<file path="config.mk">
export PLATFORM = sky130hd
export DESIGN_NAME = spi_master
export DESIGN_NICKNAME = d
export VERILOG_FILES = /design/src/rtl/spi_master.sv
export SDC_FILE = /design/constraint.sdc
export NUM_CORES = 1
export LEC_CHECK = 0
export ABC_AREA = 1
export BUFFER_PORTS_ARGS = -buffer_cell sky130_fd_sc_hd__buf_2
export CORE_MARGIN = 2
export CORE_UTILIZATION = 35
export CTS_BUF_LIST = sky130_fd_sc_hd__clkbuf_4 sky130_fd_sc_hd__clkbuf_8 sky130_fd_sc_hd__clkbuf_16
export DETAILED_ROUTE_END_ITERATION = 10
export HOLD_SLACK_MARGIN = 0.15
export SETUP_SLACK_MARGIN = 0.5
export SLEW_MARGIN = 25
export SYNTH_ARGS = -nofsm -noshare
export SYNTH_HDL_FRONTEND = slang
export SYNTH_SLANG_ARGS = --single-unit
</file>
<file path="constraint.sdc">
create_clock -name clk -period 1.4 [get_ports clk]
set_input_delay 0 -clock clk [delete_from_list [all_inputs] [get_ports clk]]
set_output_delay 0 -clock clk [all_outputs]
set_load 0.01 [all_outputs]
</file>
<file path="src/rtl/spi_master.sv">
// -----------------------------------------------------------------------------
// spi_master
//   Free-running SPI mode-0 transmit master. After reset release it waits
//   IDLE_CYCLES clocks with chip select high. It then latches dataIn and shifts
//   the word out MSB-first, one bit per sclk period. Frames repeat
//   back-to-back with no handshake.
//
// Parameters
//   DATA_WIDTH   bits per frame
//   SCLK_HALF    spi_sclk half-period in clk cycles (>=1)
//   IDLE_CYCLES  clocks spi_CS stays high between frames (>=1)
//
// Ports
//   clk       in   system clock, rising edge
//   reset     in   synchronous, active-low reset
//   dataIn    in   word to transmit, sampled only on the frame-load edge
//   spi_CS    out  chip select, active low
//   spi_sclk  out  serial clock, idles low
//   spiData   out  serial data (MOSI), MSB first
//   counter   out  sclk rising edges so far in the current frame (0..DATA_WIDTH)
// -----------------------------------------------------------------------------
module spi_master #(
    parameter int DATA_WIDTH  = 16,
    parameter int SCLK_HALF   = 1,
    parameter int IDLE_CYCLES = 2
) (
    input  logic                              clk,
    input  logic                              reset,
    input  logic [DATA_WIDTH-1:0]             dataIn,
    output logic                              spi_CS,
    output logic                              spi_sclk,
    output logic                              spiData,
    output logic [$clog2(DATA_WIDTH+1)-1:0]   counter
);

    localparam int CNT_W  = $clog2(DATA_WIDTH + 1);
    localparam int IDLE_W = (IDLE_CYCLES > 1) ? $clog2(IDLE_CYCLES) : 1;
    localparam int HALF_W = (SCLK_HALF > 1) ? $clog2(SCLK_HALF) : 1;

    localparam logic [IDLE_W-1:0] IDLE_LAST = IDLE_W'(IDLE_CYCLES - 1);
    localparam logic [HALF_W-1:0] HALF_LAST = HALF_W'(SCLK_HALF - 1);
    localparam logic [CNT_W-1:0]  CNT_FULL  = CNT_W'(DATA_WIDTH);

    typedef enum logic {
        ST_IDLE  = 1'b0,
        ST_SHIFT = 1'b1
    } state_t;

    state_t                r_state,    w_state;
    logic [IDLE_W-1:0]     r_idle_cnt, w_idle_cnt;
    logic [HALF_W-1:0]     r_half_cnt, w_half_cnt;
    logic [DATA_WIDTH-1:0] r_shreg,    w_shreg;
    logic                  r_cs,       w_cs;
    logic                  r_sclk,     w_sclk;
    logic                  r_data,     w_data;
    logic [CNT_W-1:0]      r_counter,  w_counter;
    logic [DATA_WIDTH-1:0] w_shift;

    // The MSB of the shift register always mirrors spiData while shifting, so
    // the next bit to drive is the MSB of the left-shifted word.
    assign w_shift = r_shreg << 1;

    always_comb begin
        w_state    = r_state;
        w_idle_cnt = r_idle_cnt;
        w_half_cnt = r_half_cnt;
        w_shreg    = r_shreg;
        w_cs       = r_cs;
        w_sclk     = r_sclk;
        w_data     = r_data;
        w_counter  = r_counter;

        case (r_state)
            ST_IDLE: begin
                if (r_idle_cnt == IDLE_LAST) begin
                    // Frame load: word is captured here and nowhere else.
                    w_idle_cnt = '0;
                    w_half_cnt = '0;
                    w_shreg    = dataIn;
                    w_cs       = 1'b0;
                    w_data     = dataIn[DATA_WIDTH-1];
                    w_counter  = '0;
                    w_state    = ST_SHIFT;
                end else begin
                    w_idle_cnt = r_idle_cnt + 1'b1;
                end
            end

            ST_SHIFT: begin
                if (r_half_cnt == HALF_LAST) begin
                    w_half_cnt = '0;
                    if (!r_sclk) begin
                        // Rising edge: slave samples; data held.
                        w_sclk = 1'b1;
                        if (r_counter < CNT_FULL) begin
                            w_counter = r_counter + 1'b1;
                        end
                    end else begin
                        w_sclk = 1'b0;
                        if (r_counter < CNT_FULL) begin
                            w_shreg = w_shift;
                            w_data  = w_shift[DATA_WIDTH-1];
                        end else begin
                            // Last falling edge: close the frame, counter holds.
                            w_cs    = 1'b1;
                            w_data  = 1'b0;
                            w_state = ST_IDLE;
                        end
                    end
                end else begin
                    w_half_cnt = r_half_cnt + 1'b1;
                end
            end

            default: begin
                w_state = ST_IDLE;
            end
        endcase
    end

    always_ff @(posedge clk) begin
        if (!reset) begin
            r_state    <= ST_IDLE;
            r_idle_cnt <= '0;
            r_half_cnt <= '0;
            r_shreg    <= '0;
            r_cs       <= 1'b1;
            r_sclk     <= 1'b0;
            r_data     <= 1'b0;
            r_counter  <= '0;
        end else begin
            r_state    <= w_state;
            r_idle_cnt <= w_idle_cnt;
            r_half_cnt <= w_half_cnt;
            r_shreg    <= w_shreg;
            r_cs       <= w_cs;
            r_sclk     <= w_sclk;
            r_data     <= w_data;
            r_counter  <= w_counter;
        end
    end

    assign spi_CS   = r_cs;
    assign spi_sclk = r_sclk;
    assign spiData  = r_data;
    assign counter  = r_counter;

endmodule

</file>
==> qor.yml <==
ys_types: 20
die_height_um: 61.54
path_buf_inv: 2
yosys-top-cells-count: "nand2_1, dfxtp_1, a21oi_1"
cts_tree: "built"
slew-limit-headroom_pct: 75.27
cts.sinks: 25
slew_viol_final: 0
crit_family: "flip-flops"
grt_setup_unrepaired: "true"
top_layer: "met4"
yosys_most_used_dff: "dfxtp_1"
synth_top_cells_by_area: "dfxtp_1, nand2_1, a21oi_1"
routed_via_density: 4.884
layout-drive-gt1-share_pct: 35.43
overflow: 0
cpMostUsedCell: "nand2_8"
yosys.area.top_type: "dfxtp_1"
syn_area_per_cell_um2: 6.776
die_w_um: 61.54
setup_viol_count_final: 0
finalWirelength_um: 3087
std_cell_rows: 20
track_usage_pct: 17.31
async_flop_share_pct: 0
initial_core_util_pct: 37.34
wl_met1_um: 1423
areaGrowthSynthToFinish_pct: 56.26
insertion_delay_ns: 0.33
first_global_vias: 1189
power.density_mw_per_mm2: 1016
r2r-end: "r_shreg[6]"
grt_first_pass_wirelength_um: 4947
start_kind: "flop"
crit_path_max_incr_delay_ns: 0.43
postLayoutCoreUtil_pct: 58.35
synthCells: 171
synth_edf_count: 0
worstSetupEndpointType: "flop"
slowest_stage: "dfxtp_4"
seq_area_frac_synth_pct: 43.20
violations: "negative hold slack"
status: "finished, violations left"
grt_max_degree: 19
ir_worst_vdd_v: 0.0004920
dr.pass1.iters: 4
crit_arrival_ns: 1.39
drcViolationCount: 0
crit_required_ns: 1.66
skew_ns: 0.005373
drtIter0Drc: 62
htreeDepth: 1
ant_nets: 0
drv_cap: 0
gp_congestion: 0.8204
timing.rr.start: "r_state"
numCtsBuffers: 3
post_drt_wl_per_cell_um: 11.56
syn_area_mm2: 0.001159
port_buffers: 25
cp_cell_sequence: "inv_6 > nand2_8 > nand2_8 > clkbuf_16 > nand3_1 > a21oi_1"
min_period_ns: 1.128
reg2reg_depth: 6
ios: 26
vias: 1304
r2r_slack_ns: 0.27
cp_max_fo: 6
period_share_pct: 80.60
fmax_mhz: 886.2
hold_class: "input pin to flop"
nFillCells: 297
clk_pin_slew_worst_paths_ns: 0.14
clockRootBuffer: "clkbuf_4"
yosysWarnings: 0
synthesis.nets: 190
worstMarginPinSlew_ns: 0.3687
clockBufferDepth: 2
min_from: "reset"
core_area_mm2: 0.003103
finalHoldViolations: 1
wl_met2_um: 1524
whs_ns: -0.003169
totalNegativeSetupSlack_ns: 0
synth.most_common_cell: "nand2_1"
synth_top_area_share_pct: 43.20
ys_seq_elements: 25
antenna_cells: 0
hpwl_um: 1867
hold_end: "spi_CS"
p_leak_nw: 0.7953
final_nets: 243
antenna_found_initial: 0
critPathKind: "flop to flop"
dieArea_mm2: 0.003787
hold_depth: 2
wl_met3_um: 105
[cell usage in the layout (no fill, tap or decap)]
| cell | n |
|---|---|
| nand2_1 | 60 |
| buf_2 | 24 |
| dfxtp_1 | 19 |
| dlygate4sd3_1 | 15 |
| nor2_1 | 12 |
| a21oi_1 | 12 |
| a21oi_2 | 10 |
| buf_4 | 9 |
| o21ai_1 | 8 |
| nand3_1 | 7 |
| inv_1 | 5 |
| nand2_8 | 4 |
| nand3_2 | 4 |
| clkbuf_4 | 4 |
| buf_6 | 4 |
| nand2_2 | 3 |
| nor2_2 | 3 |
| dfxtp_2 | 3 |
| dfxtp_4 | 3 |
| o21ai_0 | 2 |
| buf_12 | 2 |
| inv_6 | 1 |
| nand2_4 | 1 |
| nor2_4 | 1 |
| clkinv_1 | 1 |
| nand3b_1 | 1 |
| o21ai_2 | 1 |
| o211ai_1 | 1 |
| and3_4 | 1 |
| ha_1 | 1 |
| clkbuf_16 | 1 |
[report_power, final]
group / internal [mW] / total, mW / switching [mW]
logic: 0.302 / 0.616 / 0.314
registers: 0.795 / 0.871 / 0.0757
clock network: 0.131 / 0.353 / 0.222
[metrics by stage]
step | cells | power, mW | worst slack, ns | hold WS, ns | area [µm²]
2_1_floorplan | 171 | 1.158 | 0.3459 | 0.1384 | 1184
3_3_place_gp | 236 | 1.243 | 0.1970 | 0.3394 | 1339
3_5_place_dp | 236 | 1.249 | 0.1562 | 0.3343 | 1339
4_1_cts | 259 | 1.724 | 0.2997 | -0.009139 | 1618
5_1_grt | 267 | 1.955 | 0.2027 | 0.00001640 | 1810
6_report | 267 | 1.840 | 0.2716 | -0.003169 | 1810
[cell type report]
type	count	area (µm²)	share of cell area [%]
Multi-Input combinational cell	132	730.7	40.36
Sequential cell	25	515.5	28.47
Timing Repair Buffer	55	447.9	24.74
Tap cell	44	55.05	3.041
Inverter	7	31.28	1.728
Clock buffer	4	30.03	1.659
[flip-flops by register name, summed over array words and instances (netlist names)]
register / count
counter: 5
r_idle_cnt: 1
spi_sclk: 1
r_shreg: 15
r_state: 1
spi_CS: 1
spiData: 1
[worst register-to-register path: stages (launching register included)]
cell       delay, ns
dfxtp_4         0.43
inv_6           0.10
nand2_8         0.07
nand2_8         0.12
clkbuf_16       0.16
nand3_1         0.07
a21oi_1         0.12
[how the worst max path moves through the flow]
stage | start | to | slack (ns) | cells past startpoint
3_3_place_gp | r_state | r_shreg[12] | 0.20 | 5
3_5_place_dp | r_state | r_shreg[7] | 0.16 | 5
4_1_cts | r_state | counter[1] | 0.30 | 6
6_report | r_state | r_shreg[6] | 0.27 | 6
2_1_floorplan | r_state | r_shreg[10] | 0.35 | 7
5_1_grt | r_state | spiData | 0.20 | 6
[metal layers]
layer	up-vias	global-route usage, %
met2	30	31.13
met4	0	5.775
met1	611	21.23
li1	659	-
met5	-	0
met3	4	2.101
[timing repair]
action,CTS,global route
cloned,1,1
endpoints found under the hold margin,21,13
setup endpoints to repair,25,29
buffers inserted,4,6
pin swaps,5,15
hold buffers,14,1
resized for setup,18,34
[cell families after synthesis]
family	Yosys count	synth area share [%]
and+or+nand+nor	97	34.67
adders and majority gates	1	1.080
DFF	25	43.20
AOI/OAI and AO/OA	34	14.90
buffers and inverters	14	6.154
Note: power is estimated with default switching activity, not from simulation.
